==> src/rtl/status_cond_unit.sv <==
// status_cond_unit
//   Flag-consumer end of the execute-stage status interface. It holds the
//   committed {N,Z,C,V} word and evaluates the ID-stage ARM condition field
//   against it. It also returns the committed carry to the ALU.
//
// Parameters
//   BYPASS_EN   1: the ID condition sees same-cycle EXE flags.
//               0: flag_hz is raised instead.
//
// Ports
//   clk         in   system clock; all state changes on the rising edge
//   rst         in   synchronous active-high reset
//   sr_in[3:0]  in   {N,Z,C,V} from the execute stage
//   exe_valid   in   EXE stage holds a real instruction
//   s_exe       in   EXE instruction updates the flags
//   freeze      in   pipeline stall; blocks flag commit and the bypass
//   cond_id[3:0] in  condition field of the ID-stage instruction
//   cond_valid  in   ID stage holds a real instruction
//   cond_pass   out  ID instruction may execute
//   flag_hz     out  ID must stall one cycle for flags (BYPASS_EN=0 only)
//   c_out       out  committed carry for ADC/SBC
//   sr_q[3:0]   out  committed {N,Z,C,V}
module status_cond_unit #(
  parameter bit BYPASS_EN = 1'b1
) (
  input  logic       clk,
  input  logic       rst,
  input  logic [3:0] sr_in,
  input  logic       exe_valid,
  input  logic       s_exe,
  input  logic       freeze,
  input  logic [3:0] cond_id,
  input  logic       cond_valid,
  output logic       cond_pass,
  output logic       flag_hz,
  output logic       c_out,
  output logic [3:0] sr_q
);

  logic [3:0] r_sr;
  logic       w_upd;
  logic [3:0] w_eff;
  logic       w_n, w_z, w_c, w_v;
  logic       w_tbl;
  logic       w_uncond;

  assign w_upd = exe_valid & s_exe & ~freeze;

  always_ff @(posedge clk) begin
    if (rst) begin
      r_sr <= 4'b0000;
    end else if (w_upd) begin
      r_sr <= sr_in;
    end
  end

  // When the bypass is disabled, the condition always sees the committed
  // word. The hazard output tells the consumer to discard that result.
  assign w_eff = (BYPASS_EN && w_upd) ? sr_in : r_sr;
  assign w_n   = w_eff[3];
  assign w_z   = w_eff[2];
  assign w_c   = w_eff[1];
  assign w_v   = w_eff[0];

  always_comb begin
    w_tbl = 1'b1;
    case (cond_id)
      4'h0: w_tbl = w_z;
      4'h1: w_tbl = ~w_z;
      4'h2: w_tbl = w_c;
      4'h3: w_tbl = ~w_c;
      4'h4: w_tbl = w_n;
      4'h5: w_tbl = ~w_n;
      4'h6: w_tbl = w_v;
      4'h7: w_tbl = ~w_v;
      4'h8: w_tbl = w_c & ~w_z;
      4'h9: w_tbl = ~w_c | w_z;
      4'hA: w_tbl = (w_n == w_v);
      4'hB: w_tbl = (w_n != w_v);
      4'hC: w_tbl = ~w_z & (w_n == w_v);
      4'hD: w_tbl = w_z | (w_n != w_v);
      default: w_tbl = 1'b1;
    endcase
  end

  // AL and the reserved code 0xF never depend on the flags, so they never stall.
  assign w_uncond  = (cond_id == 4'hE) || (cond_id == 4'hF);

  assign cond_pass = ~rst & cond_valid & w_tbl;
  assign flag_hz   = ~rst & ~BYPASS_EN & cond_valid & w_upd & ~w_uncond;
  assign c_out     = r_sr[1];
  assign sr_q      = r_sr;

endmodule

==> config.mk <==
export PLATFORM = sky130hd
export DESIGN_NAME = status_cond_unit
export DESIGN_NICKNAME = d
export VERILOG_FILES = /design/src/rtl/status_cond_unit.sv
export SDC_FILE = /design/constraint.sdc
export NUM_CORES = 1
export LEC_CHECK = 0
export CORE_MARGIN = 2
export CORE_UTILIZATION = 30
export CTS_CLUSTER_SIZE = 20
export DETAILED_ROUTE_END_ITERATION = 8
export DONT_BUFFER_PORTS = 1
export GPL_ROUTABILITY_DRIVEN = 0
export PLACE_DENSITY = 0.45
export SYNTH_ARGS = -nofsm -noshare
export SYNTH_HDL_FRONTEND = slang
export SYNTH_SLANG_ARGS = --single-unit
==> constraint.sdc <==
create_clock -name clk -period 4.87 [get_ports clk]
set_input_delay 0.7305 -clock clk [delete_from_list [all_inputs] [get_ports clk]]
set_output_delay 0.7305 -clock clk [all_outputs]
set_load 0.02 [all_outputs]
# After elaboration in Yosys (flattened, before gate mapping)
# Index checks and enable logic that the tools add are counted.
[op_classes] n_eq_ne=15 muxes=2 bitwise_logic=14 reduce_logical=1
[ops] op="$eq A4 B4 Y1 const B" n=6
[ops] op="$eq A4 B3 Y1 const B" n=4
[ops] op="$pmux W1 S14" n=1
[ops] op="$eq A4 B2 Y1 const B" n=2
[ops] op="$and A1 B1 Y1" n=6
[ops] op="$not A1 Y1" n=6
[ops] op="$eq A4 B1 Y1 const B" n=1
[ops] op="$logic_not A4 Y1" n=1
[ops] op="$mux W4" n=1
[ops] op="$or A1 B1 Y1" n=2
[ops] op="$eq A1 B1 Y1" n=1
[ops] op="$ne A1 B1 Y1" n=1
[word_totals] register_bits=4 input_bits=14 word_cells=33

# Longest topological paths before layout
# Gate-level depths: netlist of run 1.
[logic_depth] word_depth=7 ltp_mapped=6

# Worst setup path before layout of run 1
# No wires, ideal clock.
[synth_path] kind="input to output" startpoint="input port freeze" endpoint="output port cond_pass" arrival_ns=2.031 required_time_ns=4.140 path_slack_ns=2.109 stages=6 cell_sequence="nand3b_1 buf_2 mux4_2 mux2_4 o21ai_1 o2111ai_1"
[synth_between] elab_chain_len=7 word_cells_on_any_way=15 cone_classes="2 x eq/ne; 2 x mux; 11 x bitwise"
[synth_rtl] item="from (decl)" line="31" rtl="input logic freeze,"
[synth_rtl] item="$not A1 Y1 (*)" line="47" rtl="assign w_upd = exe_valid & s_exe & ~freeze;"
[synth_rtl] item="$and A1 B1 Y1 (*)" line="47"
[synth_rtl] item="$mux W4 (*)"
[synth_rtl] item="$ne A1 B1 Y1 (tied with other cells)" line="79, 81"
[synth_rtl] item="$or A1 B1 Y1 (tied with other cells)" line="81" rtl="4'hD: w_tbl = w_z | (w_n != w_v);"
[synth_rtl] item="$pmux W1 S14 (*)" line="67" rtl="case (cond_id)"
[synth_rtl] item="$and A1 B1 Y1 (*)" line="89" rtl="assign cond_pass = ~rst & cond_valid & w_tbl;"
[synth_rtl] item="to (decl)" line="34" rtl="output logic cond_pass,"
# Every way passes the cells marked *; elsewhere a longest branch is shown, timed or not.

# Worst setup path in the final report of run 1
# Same ends and word-level chain as after synthesis.

==> flow_summary.ini, run 1 <==
[worst_setup_path]
crit_chain = nand3b_1 > mux4_2 > mux2_4 > o21ai_1 > o2111ai_1
timing.critical_path.fanout_max = 9
worst-endpoint-required_ns = 4.14
critical-path-slowest-cell = sky130_fd_sc_hd__mux4_2
startpoint_type = input pin
crit_arrival_ns = 2.29
endpoint_kind = output pin
critical_path.max_stage_delay_ns = 0.42
setup.worst_path.class = in -> out

[power]
power.ir.vdd_worst_mv = 0.137
seqPwrFrac_pct = 37.9
switching_share_pct = 25.4
power.switching_uw = 24.8
clockPowerShare_pct = 40.5
share_comb_of_total_power_pct = 21.6
power.density_cell_area_mw_per_mm2 = 223
leakagePower_nw = 0.199
power.total_uw = 97.8
p_int_uw = 73.0

[clock_network]
cts_htree_levels = 1
post-cts-setup-buffer-count = 0
cts_tree = yes
max-clock-path-buffers = 2
clkSinkCount = 4
cts_hold_buf = 0
clock_insertion_delay_at_the_later_pin_of_the_skew_report_ns = 0.23
clkSlewWorstSetupHoldPaths_ns = 0.04
post_cts_resized = 0
cts-buffers-inserted = 3
clk_root_buffer_cell = sky130_fd_sc_hd__clkbuf_4

[timing]
final.setup.tns_ns = 0
post-route-min-period_ns = 3.02
timing_worst_slew_pin_value_ns = 0.504
period_utilization_post_route_pct = 62.0
peak_clock_frequency_supported_by_timing_mhz = 331
final_max_slew_viol_count = 0
max_slew_margin_pct = 66.4
setup_repair_after_global_routing_missed_its_margin = false
hold_viol_final = 0
finalSetupViolations = 0
finalClockSkew_ns = 0

[layout]
largest_register_ff_count = 4
area_delta_synth_final_pct = 4.17
layout.filler_cells = 147
final_nets = 67
diodes = 0
post_route_cells_drive_above_1_share_pct = 17.6

[grt]
globalRoute.totalOverflow = 0
grt_max_degree = 10
global_route_total_usage_across_every_layer_pct = 10.7
grt_pass1_wl_mm = 1.42
antenna_found_initial = 0
first_global_vias = 318

[placed_design]
port-buffer-count = 0
dp_hpwl_um = 681

[floorplanning]
core_area_mm2 = 0.00130
rows = 13
floorplan.die.width_um = 41.4
boundaryPins = 21
starting_density_of_the_core_pct = 32.3
floorplan.die_area_mm2 = 0.00172
die_y_um = 41.4

[detailed_routing]
routed_wirelength_um = 841
route.detailed.vias_per_inst = 5.35
vias = 353
antenna_left = 0
detail_route.iter0.violations = 5
detail_route.wl_per_cell_um = 12.7
drc_errors = 0
first_pass_iters = 3

[job]
timing.max_cap.violations = 0

[logic_synthesis]
postSynthCellCount = 52
ys_seq_area_share_pct = 19.0
syn_area_um2 = 420
synth-seq-cells = 4
synth.yosys.warnings = 0
synth_cell_type_count = 25
postSynthAreaPerCell_um2 = 8.08
syn-num-nets = 66

[hold_path]
timing.hold.worst.class = in -> reg

[outcome]
outcome = finished clean
==> layout make-up <==
type                            count  area [um2]  share of cell area, %
Tap cell                           15        18.8                   4.29
Sequential cell                     4        80.1                   18.3
Inverter                            1        3.75                  0.857
Clock buffer                        3        22.5                   5.14
Multi-Input combinational cell     43         313                   71.4
==> power groups by stage <==
stage               Clock (mW)  Combinational [mW]  Sequential (mW)
detailed placement           0              0.0213           0.0377
CTS                     0.0418              0.0214           0.0372
global placement             0              0.0213           0.0377
floorplan                    0              0.0216           0.0369
finish                  0.0396              0.0211           0.0371
global route            0.0470              0.0234           0.0373
==> final timing paths <==
path	startpoint	slack, ns	cells past startpoint	to
setup reg to reg	sr_q[1]	3.96	2	sr_q[1]
hold / removal	rst	0.57	1	sr_q[0]
hold reg to reg	sr_q[2]	0.66	2	sr_q[2]
setup / recovery	freeze	1.85	5	cond_pass
==> cell usage after synthesis (all sizes together) <==
library cell / instances / area (um2)
mux2i: 7 / 70.1
nor2: 6 / 22.5
nor2b: 5 / 31.3
dfxtp: 4 / 80.1
nand2: 4 / 15.0
xnor2: 4 / 35.0
buf: 3 / 20.0
nand2b: 2 / 12.5
nand4: 2 / 12.5
a21oi: 1 / 5.00
a221o: 1 / 11.3
and2b: 1 / 8.76
clkbuf: 1 / 3.75
conb: 1 / 3.75
inv: 1 / 3.75
mux2: 1 / 15.0
mux4: 1 / 22.5
nand3: 1 / 5.00
nand3b: 1 / 7.51
o2111ai: 1 / 8.76
o21ai: 1 / 5.00
o221ai: 1 / 8.76
o22ai: 1 / 6.26
or2: 1 / 6.26
==> metal layers <==
metal	vias up	part of all wire, %	GRT usage [%]
met4	0	0	3.87
li1	180	-	-
met2	15	48	14.7
met1	158	44	13.5
met5	-	0	0
met3	0	8.0	6.52
==> critical path: cells and delay by family <==
family | cells | cell delay, ns
compound gates | 2 | 0.41
mux | 2 | 0.73
simple gates | 1 | 0.41
==> cell families (layout without fill, tap and decap cells) <==
| logic type | Yosys count | after routing | synth area share, % |
|---|---|---|---|
| compound gates | 6 | 6 | 10.7 |
| xor+xnor | 4 | 4 | 8.33 |
| buf+inv | 5 | 4 | 6.54 |
| flops | 4 | 4 | 19.0 |
| mux | 9 | 9 | 25.6 |
| other cells | 1 | 1 | 0.892 |
| simple gates | 23 | 23 | 28.9 |
==> per-stage QoR <==
stage	instances	hold WS [ns]	setup WS, ns	cell area, um2	util [%]
5_1_grt	66	0.545	1.76	438	33.7
3_3_place_gp	63	0.661	1.86	415	31.9
4_1_cts	66	0.562	1.85	438	33.7
3_5_place_dp	63	0.664	1.86	415	31.9
6_report	66	0.569	1.85	438	33.7
2_1_floorplan	52	0.613	2.11	420	-
==> cell usage in the layout (no fill, tap or decap) <==
cell and count:
sky130_fd_sc_hd__mux2i_1 7, sky130_fd_sc_hd__nor2_1 6, sky130_fd_sc_hd__nor2b_1 5, sky130_fd_sc_hd__xnor2_1 4, sky130_fd_sc_hd__nand2_1 4, sky130_fd_sc_hd__dfxtp_1 4, sky130_fd_sc_hd__clkbuf_4 3, sky130_fd_sc_hd__nand2b_1 2
sky130_fd_sc_hd__nand4_1 2, sky130_fd_sc_hd__and2b_2 1, sky130_fd_sc_hd__nand3_1 1, sky130_fd_sc_hd__nand3b_1 1, sky130_fd_sc_hd__o22ai_1 1, sky130_fd_sc_hd__inv_2 1, sky130_fd_sc_hd__mux4_2 1, sky130_fd_sc_hd__mux2_4 1
sky130_fd_sc_hd__o21ai_1 1, sky130_fd_sc_hd__or2_2 1, sky130_fd_sc_hd__a21oi_1 1, sky130_fd_sc_hd__o221ai_1 1, sky130_fd_sc_hd__a221o_2 1, sky130_fd_sc_hd__o2111ai_1 1, sky130_fd_sc_hd__conb_1 1
(Power assumes the default switching activity.)
==> run 2, diff against run 1 <==
Clock period 4.87 ns to 2.8 ns, I/O delays scaled along.
==> run 2 against run 1 <==
Core utilization is 0.58 points higher; critical path depth decreased by 1; die area unchanged; register-to-register slack worse by 2.1 ns; first-iteration DRC count decreased by 60%; clock-buffer cell count did not move; setup slack got worse by 1.4 ns; cell area increased by 1.7%; power increased by 76%; hold slack worse by 0.32 ns.
==> flow_summary.ini, run 2 (synthesis gave the netlist of run 1 again) <==
[timing]
final.setup.tns_ns = 0
finalClockSkew_ns = 0
final_max_slew_viol_count = 0
setup_repair_after_global_routing_missed_its_margin = false
post-route-min-period_ns = 2.37
peak_clock_frequency_supported_by_timing_mhz = 422
holdWs_ns = 0.254
finalSetupViolations = 0
hold_viol_final = 0
period_utilization_post_route_pct = 84.6

[layout]
area_delta_synth_final_pct = 5.95
most-common-layout-cells = sky130_fd_sc_hd__mux2i_1, sky130_fd_sc_hd__nor2_1, sky130_fd_sc_hd__nor2b_1
diodes = 0
final_common_cell = sky130_fd_sc_hd__mux2i_1
final_nets = 68
post_route_cells_drive_above_1_share_pct = 19.2
layout.filler_cells = 156
largest_register_ff_count = 4

[worst_setup_path]
crit_arrival_ns = 1.95
worst-endpoint-required_ns = 2.38
critical_path.max_stage_delay_ns = 0.53
startpoint_type = flop
critical-path-slowest-cell = sky130_fd_sc_hd__mux4_2
timing.critical_path.fanout_max = 5
cp-startpoint = sr_q[1]
crit_chain = mux4_2 > mux2_4 > o21ai_1 > o2111ai_1
setup.worst_path.class = reg -> out
endpoint_kind = output pin
rr_startpoint = sr_q[1]

[hold_path]
timing.hold.worst.class = in -> reg
min_from = rst

[power]
power.density_cell_area_mw_per_mm2 = 387
leakagePower_nw = 0.203
power.ir.vdd_worst_mv = 0.250

[outcome]
outcome = finished clean

[detailed_routing]
vias = 357
routed_wirelength_um = 872
detail_route.iter0.violations = 2
drc_errors = 0
first_pass_iters = 4
route.detailed.vias_per_inst = 5.33
antenna_left = 0
detail_route.wl_per_cell_um = 13.0

[grt]
antenna_found_initial = 0
grt_pass1_wl_mm = 1.46
grt_max_degree = 9
globalRoute.totalOverflow = 0
first_global_vias = 331
global_route_total_usage_across_every_layer_pct = 11.0

[floorplanning]
die_y_um = 41.4
boundaryPins = 21
floorplan.die.width_um = 41.4
starting_density_of_the_core_pct = 32.3
core_area_mm2 = 0.00130
floorplan.die_area_mm2 = 0.00172
rows = 13

[clock_network]
max-clock-path-buffers = 2
post-cts-setup-buffer-count = 0
cts_htree_levels = 1
clkSlewWorstSetupHoldPaths_ns = 0.04
clock_insertion_delay_at_the_later_pin_of_the_skew_report_ns = 0.23
cts_hold_buf = 0
cts_tree = yes
clk_root_buffer_cell = sky130_fd_sc_hd__clkbuf_4
post_cts_resized = 0
clkSinkCount = 4
cts-buffers-inserted = 3

[placed_design]
dp_hpwl_um = 713
port-buffer-count = 0

[job]
timing.max_cap.violations = 0
[run 2: worst paths after layout]
check / endpoint / slack (ns) / cells past startpoint
worst max register to register: sr_q[1] / 1.89 / 2
worst min-delay path: sr_q[2] / 0.25 / 1
worst max-delay path: cond_pass / 0.43 / 4
worst min register to register: sr_q[2] / 0.69 / 2
[run 2: cell type report]
cell class	count	area [um2]	share of cell area, %
Tap cell	15	18.8	4.21
Clock buffer	3	22.5	5.06
Inverter	1	3.75	0.843
Sequential cell	4	80.1	18.0
Timing Repair Buffer	1	7.51	1.69
Multi-Input combinational cell	43	313	70.2
[run 2: power breakdown]
part / leakage [nW] / total (mW) / internal [mW] / switching (mW)
clock network: 0.0138 / 0.0704 / 0.0479 / 0.0225
logic: 0.157 / 0.0375 / 0.0204 / 0.0171
registers: 0.0325 / 0.0647 / 0.0593 / 0.00539
[run 2: per-stage QoR]
stage | std cells | utilization, % | power, mW | cell area, um2 | setup WS (ns)
after global placement | 64 | 32.5 | 0.104 | 423 | 0.632
after floorplan | 52 | - | 0.102 | 420 | 0.660
after global routing | 67 | 34.2 | 0.189 | 445 | 0.347
after CTS | 67 | 34.2 | 0.178 | 445 | 0.403
final | 67 | 34.2 | 0.173 | 445 | 0.432
after detailed placement | 64 | 32.5 | 0.104 | 423 | 0.640
[run 2: routing by layer]
layer	part of all wire [%]	GRT usage [%]	vias up	wire, um
li1	-	-	180	-
met1	46	13.2	162	399
met2	46	15.9	15	400
met3	8.1	6.52	0	71
met5	0	0	-	0
met4	0	3.87	0	0
[run 2: worst max-delay path: cells and delay by family, from the launching register on]
kind,cells,cell delay (ns)
multiplexers,2,0.84
flip-flops,1,0.45
AO/OA/AOI/OAI,2,0.42
